## config.mk

```make
export PLATFORM = sky130hd
export DESIGN_NAME = div_flat
export DESIGN_NICKNAME = d
export VERILOG_FILES = /design/src/rtl/div_pkg.sv /design/src/rtl/div_if.sv /design/src/rtl/div.sv /design/src/flat_wrapper.sv
export SDC_FILE = /design/constraint.sdc
export NUM_CORES = 1
export LEC_CHECK = 0
export BUFFER_PORTS_ARGS = -buffer_cell sky130_fd_sc_hd__buf_2
export CAP_MARGIN = 25
export CORE_ASPECT_RATIO = 0.75
export CORE_MARGIN = 2
export CORE_UTILIZATION = 60
export DETAILED_ROUTE_END_ITERATION = 10
export PLACE_DENSITY = 0.81
export REMOVE_ABC_BUFFERS = 1
export SLEW_MARGIN = 10
export SYNTH_ARGS = -nofsm -noshare
export SYNTH_HDL_FRONTEND = slang
export SYNTH_SLANG_ARGS = --single-unit
```

## constraint.sdc

```tcl
create_clock -name clk -period 6.95 [get_ports clk]
set_input_delay 1.39 -clock clk [delete_from_list [all_inputs] [get_ports clk]]
set_output_delay 1.39 -clock clk [all_outputs]
set_load 0.01 [all_outputs]
```

## src/rtl/div_pkg.sv

```systemverilog
`default_nettype none
// +--------------------------------------------------------------------------+
// | Module      : div_pkg                                                    |
// | Description : Shared constants for the multi-cycle divider: FSM state    |
// |               encodings, handshake levels, ALU op codes and bus widths.  |
// | Revision    : 1.0  initial release                                       |
// +--------------------------------------------------------------------------+
package div_pkg;

    // Register bus widths shared with the rest of the core
    localparam int REG_BUS_W        = 32;
    localparam int DOUBLE_REG_BUS_W = 64;
    localparam int DEFAULT_DATA_W   = REG_BUS_W;

    // Divider FSM state encoding
    localparam logic [1:0] DIV_FREE    = 2'b00;
    localparam logic [1:0] DIV_BY_ZERO = 2'b01;
    localparam logic [1:0] DIV_ON      = 2'b10;
    localparam logic [1:0] DIV_END     = 2'b11;

    // Handshake levels
    localparam logic RST_ENABLE           = 1'b1;
    localparam logic DIV_RESULT_READY     = 1'b1;
    localparam logic DIV_RESULT_NOT_READY = 1'b0;
    localparam logic DIV_START            = 1'b1;
    localparam logic DIV_STOP             = 1'b0;

    // ex-facing ALU op codes that route to this unit
    localparam logic [7:0] EXE_DIV_OP  = 8'b0001_1010;
    localparam logic [7:0] EXE_DIVU_OP = 8'b0001_1011;

endpackage : div_pkg
`default_nettype wire

```

## src/rtl/div_if.sv

```systemverilog
`default_nettype none
// +--------------------------------------------------------------------------+
// | Module      : div_if                                                     |
// | Description : Request/response bundle between the execute stage and the  |
// |               divider. ex is the master, div is the slave.               |
// | Revision    : 1.0  initial release                                       |
// +--------------------------------------------------------------------------+
interface div_if
    import div_pkg::*;
#(
    parameter int DATA_W = DEFAULT_DATA_W
) ();

    logic                  signed_div_i;
    logic [DATA_W-1:0]     opdata1_i;
    logic [DATA_W-1:0]     opdata2_i;
    logic                  start_i;
    logic                  annul_i;
    logic [2*DATA_W-1:0]   result_o;
    logic                  ready_o;

    modport master (
        output signed_div_i, opdata1_i, opdata2_i, start_i, annul_i,
        input  result_o, ready_o
    );

    modport slave (
        input  signed_div_i, opdata1_i, opdata2_i, start_i, annul_i,
        output result_o, ready_o
    );

endinterface : div_if
`default_nettype wire

```

## src/rtl/div.sv

```systemverilog
`default_nettype none
// +--------------------------------------------------------------------------+
// | Module      : div                                                        |
// | Description : Radix-2 restoring divider, one quotient bit per cycle.     |
// |               Handles DIV/DIVU, divide-by-zero and flush annulment.      |
// |               result = {remainder, quotient}, registered.                |
// | Revision    : 1.0  initial release                                       |
// +--------------------------------------------------------------------------+
module div
    import div_pkg::*;
#(
    parameter int DATA_W = DEFAULT_DATA_W
) (
    input  wire logic clk,
    input  wire logic rst,
    div_if.slave      bus
);

    localparam int CNT_W  = $clog2(DATA_W + 1);
    localparam int WORK_W = 2 * DATA_W + 1;

    // Two's-complement negate when requested; used both for taking operand
    // magnitudes on load and for restoring signs after the last iteration.
    function automatic logic [DATA_W-1:0] cond_negate(
        input logic [DATA_W-1:0] value,
        input logic              neg
    );
        return neg ? (~value + 1'b1) : value;
    endfunction

    logic [1:0]          r_state;
    logic [1:0]          w_state_nxt;

    // Working register layout: [2W:W+1] remainder, [W] scratch, [W-1:0] quotient
    logic [WORK_W-1:0]   r_work,       w_work_nxt;
    logic [CNT_W-1:0]    r_cnt,        w_cnt_nxt;
    logic [DATA_W-1:0]   r_divisor,    w_divisor_nxt;
    logic                r_neg_quot,   w_neg_quot_nxt;
    logic                r_neg_rem,    w_neg_rem_nxt;
    logic [2*DATA_W-1:0] r_result,     w_result_nxt;
    logic                r_ready,      w_ready_nxt;

    logic                w_accept;
    logic                w_last;
    logic [DATA_W:0]     w_diff;
    logic [DATA_W-1:0]   w_quot;
    logic [DATA_W-1:0]   w_rem;
    logic [DATA_W-1:0]   w_fix_quot;
    logic [DATA_W-1:0]   w_fix_rem;
    logic                w_op1_neg;
    logic                w_op2_neg;

    assign w_accept   = bus.start_i && !bus.annul_i;
    assign w_last     = (r_cnt == CNT_W'(DATA_W));
    // Trial subtract of the divisor from the upper half; MSB is the borrow
    assign w_diff     = {1'b0, r_work[2*DATA_W-1:DATA_W]} - {1'b0, r_divisor};
    assign w_quot     = r_work[DATA_W-1:0];
    assign w_rem      = r_work[WORK_W-1:DATA_W+1];
    assign w_fix_quot = cond_negate(w_quot, r_neg_quot);
    assign w_fix_rem  = cond_negate(w_rem, r_neg_rem);
    assign w_op1_neg  = bus.signed_div_i && bus.opdata1_i[DATA_W-1];
    assign w_op2_neg  = bus.signed_div_i && bus.opdata2_i[DATA_W-1];

    // State register
    always_ff @(posedge clk) begin
        if (rst == RST_ENABLE) begin
            r_state <= DIV_FREE;
        end else begin
            r_state <= w_state_nxt;
        end
    end

    // Next-state selection; annul only aborts work in flight, never a result
    always_comb begin
        w_state_nxt = r_state;
        case (r_state)
            DIV_FREE: begin
                if (w_accept) begin
                    w_state_nxt = (bus.opdata2_i == '0) ? DIV_BY_ZERO : DIV_ON;
                end
            end
            DIV_BY_ZERO: begin
                w_state_nxt = bus.annul_i ? DIV_FREE : DIV_END;
            end
            DIV_ON: begin
                if (bus.annul_i) begin
                    w_state_nxt = DIV_FREE;
                end else if (w_last) begin
                    w_state_nxt = DIV_END;
                end
            end
            DIV_END: begin
                w_state_nxt = (bus.start_i == DIV_START) ? DIV_END : DIV_FREE;
            end
            default: w_state_nxt = DIV_FREE;
        endcase
    end

    // Datapath and registered-output next values for each state
    always_comb begin
        w_work_nxt     = r_work;
        w_cnt_nxt      = r_cnt;
        w_divisor_nxt  = r_divisor;
        w_neg_quot_nxt = r_neg_quot;
        w_neg_rem_nxt  = r_neg_rem;
        w_result_nxt   = r_result;
        w_ready_nxt    = r_ready;
        case (r_state)
            DIV_FREE: begin
                w_result_nxt = '0;
                w_ready_nxt  = DIV_RESULT_NOT_READY;
                w_cnt_nxt    = '0;
                if (w_accept) begin
                    w_neg_quot_nxt = w_op1_neg ^ w_op2_neg;
                    w_neg_rem_nxt  = w_op1_neg;
                    w_divisor_nxt  = cond_negate(bus.opdata2_i, w_op2_neg);
                    w_work_nxt     = {{DATA_W{1'b0}},
                                      cond_negate(bus.opdata1_i, w_op1_neg), 1'b0};
                end
            end
            DIV_BY_ZERO: begin
                w_cnt_nxt = '0;
                if (!bus.annul_i) begin
                    w_work_nxt = '0;
                end
            end
            DIV_ON: begin
                if (bus.annul_i) begin
                    w_cnt_nxt = '0;
                end else if (w_last) begin
                    // Sign fix-up edge: publish the result straight away
                    w_work_nxt   = {w_fix_rem, 1'b0, w_fix_quot};
                    w_result_nxt = {w_fix_rem, w_fix_quot};
                    w_ready_nxt  = DIV_RESULT_READY;
                    w_cnt_nxt    = '0;
                end else begin
                    if (w_diff[DATA_W]) begin
                        w_work_nxt = {r_work[WORK_W-2:0], 1'b0};
                    end else begin
                        w_work_nxt = {w_diff[DATA_W-1:0], r_work[DATA_W-1:0], 1'b1};
                    end
                    w_cnt_nxt = r_cnt + 1'b1;
                end
            end
            DIV_END: begin
                if (bus.start_i == DIV_START) begin
                    w_result_nxt = {w_rem, w_quot};
                    w_ready_nxt  = DIV_RESULT_READY;
                end else begin
                    w_result_nxt = '0;
                    w_ready_nxt  = DIV_RESULT_NOT_READY;
                end
            end
            default: begin
                w_result_nxt = '0;
                w_ready_nxt  = DIV_RESULT_NOT_READY;
            end
        endcase
    end

    // Datapath and output registers
    always_ff @(posedge clk) begin
        if (rst == RST_ENABLE) begin
            r_work     <= '0;
            r_cnt      <= '0;
            r_divisor  <= '0;
            r_neg_quot <= 1'b0;
            r_neg_rem  <= 1'b0;
            r_result   <= '0;
            r_ready    <= DIV_RESULT_NOT_READY;
        end else begin
            r_work     <= w_work_nxt;
            r_cnt      <= w_cnt_nxt;
            r_divisor  <= w_divisor_nxt;
            r_neg_quot <= w_neg_quot_nxt;
            r_neg_rem  <= w_neg_rem_nxt;
            r_result   <= w_result_nxt;
            r_ready    <= w_ready_nxt;
        end
    end

    assign bus.result_o = r_result;
    assign bus.ready_o  = r_ready;

endmodule : div
`default_nettype wire

```

## src/flat_wrapper.sv

```systemverilog
// flat-port wrapper written by rule: the top's interface ports become plain ports
module div_flat import div_pkg::*;
#(
    parameter int DATA_W = DEFAULT_DATA_W
)
  (clk, rst, bus_signed_div_i, bus_opdata1_i, bus_opdata2_i, bus_start_i, bus_annul_i, bus_result_o, bus_ready_o);
  div_if #(.DATA_W(DATA_W)) bus_i ();
  input  wire logic clk;
  input  wire logic rst;
  input wire logic [$bits(bus_i.signed_div_i)-1:0] bus_signed_div_i;
  input wire logic [$bits(bus_i.opdata1_i)-1:0] bus_opdata1_i;
  input wire logic [$bits(bus_i.opdata2_i)-1:0] bus_opdata2_i;
  input wire logic [$bits(bus_i.start_i)-1:0] bus_start_i;
  input wire logic [$bits(bus_i.annul_i)-1:0] bus_annul_i;
  output wire logic [$bits(bus_i.result_o)-1:0] bus_result_o;
  output wire logic [$bits(bus_i.ready_o)-1:0] bus_ready_o;
  assign bus_i.signed_div_i = bus_signed_div_i;
  assign bus_i.opdata1_i = bus_opdata1_i;
  assign bus_i.opdata2_i = bus_opdata2_i;
  assign bus_i.start_i = bus_start_i;
  assign bus_i.annul_i = bus_annul_i;
  assign bus_result_o = bus_i.result_o;
  assign bus_ready_o = bus_i.ready_o;
  div #(.DATA_W(DATA_W)) u_core (.clk(clk), .rst(rst), .bus(bus_i));
endmodule
```

==> flow_summary.json <==
{
  "worst_path_most_repeated_cell": "nand2_1",
  "fin_skew_ns": 0.0131,
  "drc": 0,
  "grt_max_degree": 95,
  "grt_pass1_wl_um": 63300,
  "ir_drop_mv": 0.412,
  "synth_edf_count": 0,
  "worstMarginPinSlew_ns": 1.04,
  "drtIter0Drc": 1921,
  "fin_setup_tns_ns": 0,
  "ys_async_sr_fraction_pct": 0,
  "status": "completed",
  "p_total_uw": 4550,
  "synth.cell_area_mm2": 0.0127,
  "synth_ff_type": "dfxtp_1",
  "numCtsBuffers": 17,
  "synth_commonest_cells": "214 x nor2_1, 172 x dfxtp_1, 170 x o21ai_0",
  "max-slew-margin-rel_pct": 30.7,
  "grt_pass1_vias": 12300,
  "slew_violations": 0,
  "post_cts_buffers": 0,
  "setup_viol": 0,
  "die_w_um": 172,
  "yosysUniqueCellTypes": 79,
  "ant_nets": 0,
  "routed_wl_um": 40000,
  "final_nets": 1922,
  "drive_gt1_share_pct": 12.1,
  "cp_cell_sequence": "inv_1 > ha_1 > buf_4 > nand2_1 > nor3_1 > nand2_1 > o21ai_0 > a21oi_1 > o31ai_1 > or2_2",
  "slowest_delay_ns": 0.88,
  "cts_htree_levels": 4,
  "final.period_utilization_pct": 58.0,
  "viasPerCell": 6.62,
  "avgSynthCellArea_um2": 7.18,
  "vias": 14000,
  "hold_viol": 0,
  "dp_cells": 2075,
  "insertion_delay_ns": 0.45,
  "n_antenna_cell": 0,
  "critical_path_class": "flop to flop",
  "clk_pin_slew_ns": 0.07,
  "netlist.area_leader.share_pct": 27.0,
  "rsz0062_at_grt": "false",
  "dieHeight_um": 130,
  "grt_overflow": 0,
  "yosysTopAreaCell": "dfxtp_1",
  "clock-sinks": 172,
  "postSynthCellCount": 1775,
  "synth_area_leaders": "dfxtp_1 27%, o21ai_0 6.7%, nor2_1 6.3%",
  "die_area_mm2": 0.0224,
  "wl_per_cell_um": 19.0,
  "design_area_mm2": 0.0141,
  "post_cts_resized": 0,
  "cts_hold_buf": 0,
  "io-pin-count": 134,
  "period_needed_ns": 4.03,
  "instances_no_fill": 2108,
  "cpMaxStageDelayCell": "nor3_1",
  "drt_pass1_iterations": 6,
  "cp-start-kind": "flop",
  "fp-row-count": 46,
  "hold_class": "flop to flop",
  "gr-usage-all-layers_pct": 35.1,
  "initial_core_util_pct": 60.7,
  "dp_hpwl_um": 26800,
  "critPathCaptureType": "flop",
  "worstPathArrival_ns": 4.43,
  "cts_root_buf": "clkbuf_16",
  "maxCapViolCount": 0,
  "io_buffers": 133,
  "antenna_found_initial": 0,
  "place_area_mm2": 0.0134,
  "p_leak_uw": 0.00544,
  "gp_congestion": 0.939,
  "synth_warnings": 0,
  "max_freq_mhz": 248,
  "clk_path_buf_depth": 2,
  "yosysSeqAreaShare_pct": 27.0,
  "r2r_slack_ns": 2.92,
  "worstPathRequired_ns": 7.35,
  "yosysMostFrequentCell": "nor2_1",
  "path_max_fanout": 30,
  "ys_seq_elements": 172,
  "pwr_density_cell_mw_per_mm2": 324,
  "area_growth_pct": 10.3,
  "cts_tree": "done",
  "coreArea_mm2": 0.0210
}
==> critical path, delay by kind of cell, from the launching register on <==
family          cells  cell delay, ns
simple gates        4            2.27
compound gates      3            0.53
flops               1            0.44
buf+inv             2            0.43
fa+ha+maj           1            0.29
==> metrics by stage <==
stage	hold slack [ns]	utilization (%)	setup WS [ns]
after global routing	0.472	66.9	2.79
after detailed placement	0.446	63.8	2.70
final	0.457	66.9	2.92
after floorplan	0.426	-	0.0490
after global placement	0.438	63.8	2.81
after CTS	0.460	66.7	3.11
==> kinds of logic (layout without fill, tap and decap cells) <==
family	count (synthesis)	count (layout)	share of synthesized area [%]
AO/OA/AOI/OAI	633	633	31.9
XOR/XNOR	103	103	7.08
adder cells (fa/ha/maj)	45	45	4.48
buffers and inverters	211	256	6.45
flip-flops	172	172	27.0
multiplexers	22	22	1.73
AND/OR/NAND/NOR	589	589	21.4
==> layout by cell type (no fill, tap or decap), types with 43 or more instances in the layout <==
| master | n |
|---|---|
| a22oi_1 | 52 |
| nor2_1 | 212 |
| nand2_1 | 168 |
| nor3_1 | 44 |
| ha_1 | 43 |
| inv_1 | 66 |
| dfxtp_1 | 172 |
| a21oi_1 | 159 |
| o21ai_0 | 170 |
| xnor2_1 | 56 |
| xor2_1 | 47 |
| buf_2 | 132 |
==> per-layer routing <==
| layer | global-route usage [%] | routed length [µm] | up-vias | share of wire (%) |
|---|---|---|---|---|
| li1 | - | - | 6525 | - |
| met1 | 50.4 | 17200 | 6463 | 43 |
| met2 | 52.3 | 17200 | 857 | 43 |
| met3 | 7.37 | 4610 | 109 | 12 |
| met4 | 12.3 | 1080 | 0 | 2.7 |
| met5 | 0 | 0 | - | 0 |
==> layout make-up <==
class                   count  area [µm²]
inverters                  69         259
clock buffers              18         429
flip-flops and latches    172        3440
fillers                  1831        6950
well taps                 288         360
repair buffers            156         861
multi-input cells        1392        8520
clock inverters            13         188
==> registers in the layout, summed over array words and instances, names as in the netlist <==
| name | cells |
|---|---|
| u_core.bus.result_o | 64 |
| u_core.r_neg_rem | 1 |
| u_core.r_state | 2 |
| u_core.r_work | 65 |
| u_core.bus.ready_o | 1 |
| u_core.r_neg_quot | 1 |
| u_core.r_divisor | 32 |
| u_core.r_cnt | 6 |
==> report_power, final <==
part           switching, µW  internal [µW]  total, µW
Clock                    441            603       1040
Sequential               198           1120       1320
Combinational           1450            743       2190
Total                   2080           2470       4550
==> path summary, 6_finish.rpt <==
kind	from	endpoint	cells past startpoint
worst min register to register	u_core.bus.result_o[53]$_SDFFE_PP0P_	u_core.bus.result_o[53]$_SDFFE_PP0P_	2
worst max-delay path	u_core.r_state[0]$_SDFFE_PP0P_	u_core.r_work[43]$_SDFFE_PP0P_	10
worst min-delay path	u_core.bus.result_o[53]$_SDFFE_PP0P_	u_core.bus.result_o[53]$_SDFFE_PP0P_	2
worst max register to register	u_core.r_state[0]$_SDFFE_PP0P_	u_core.r_work[43]$_SDFFE_PP0P_	10
(Power assumes the default switching activity.)
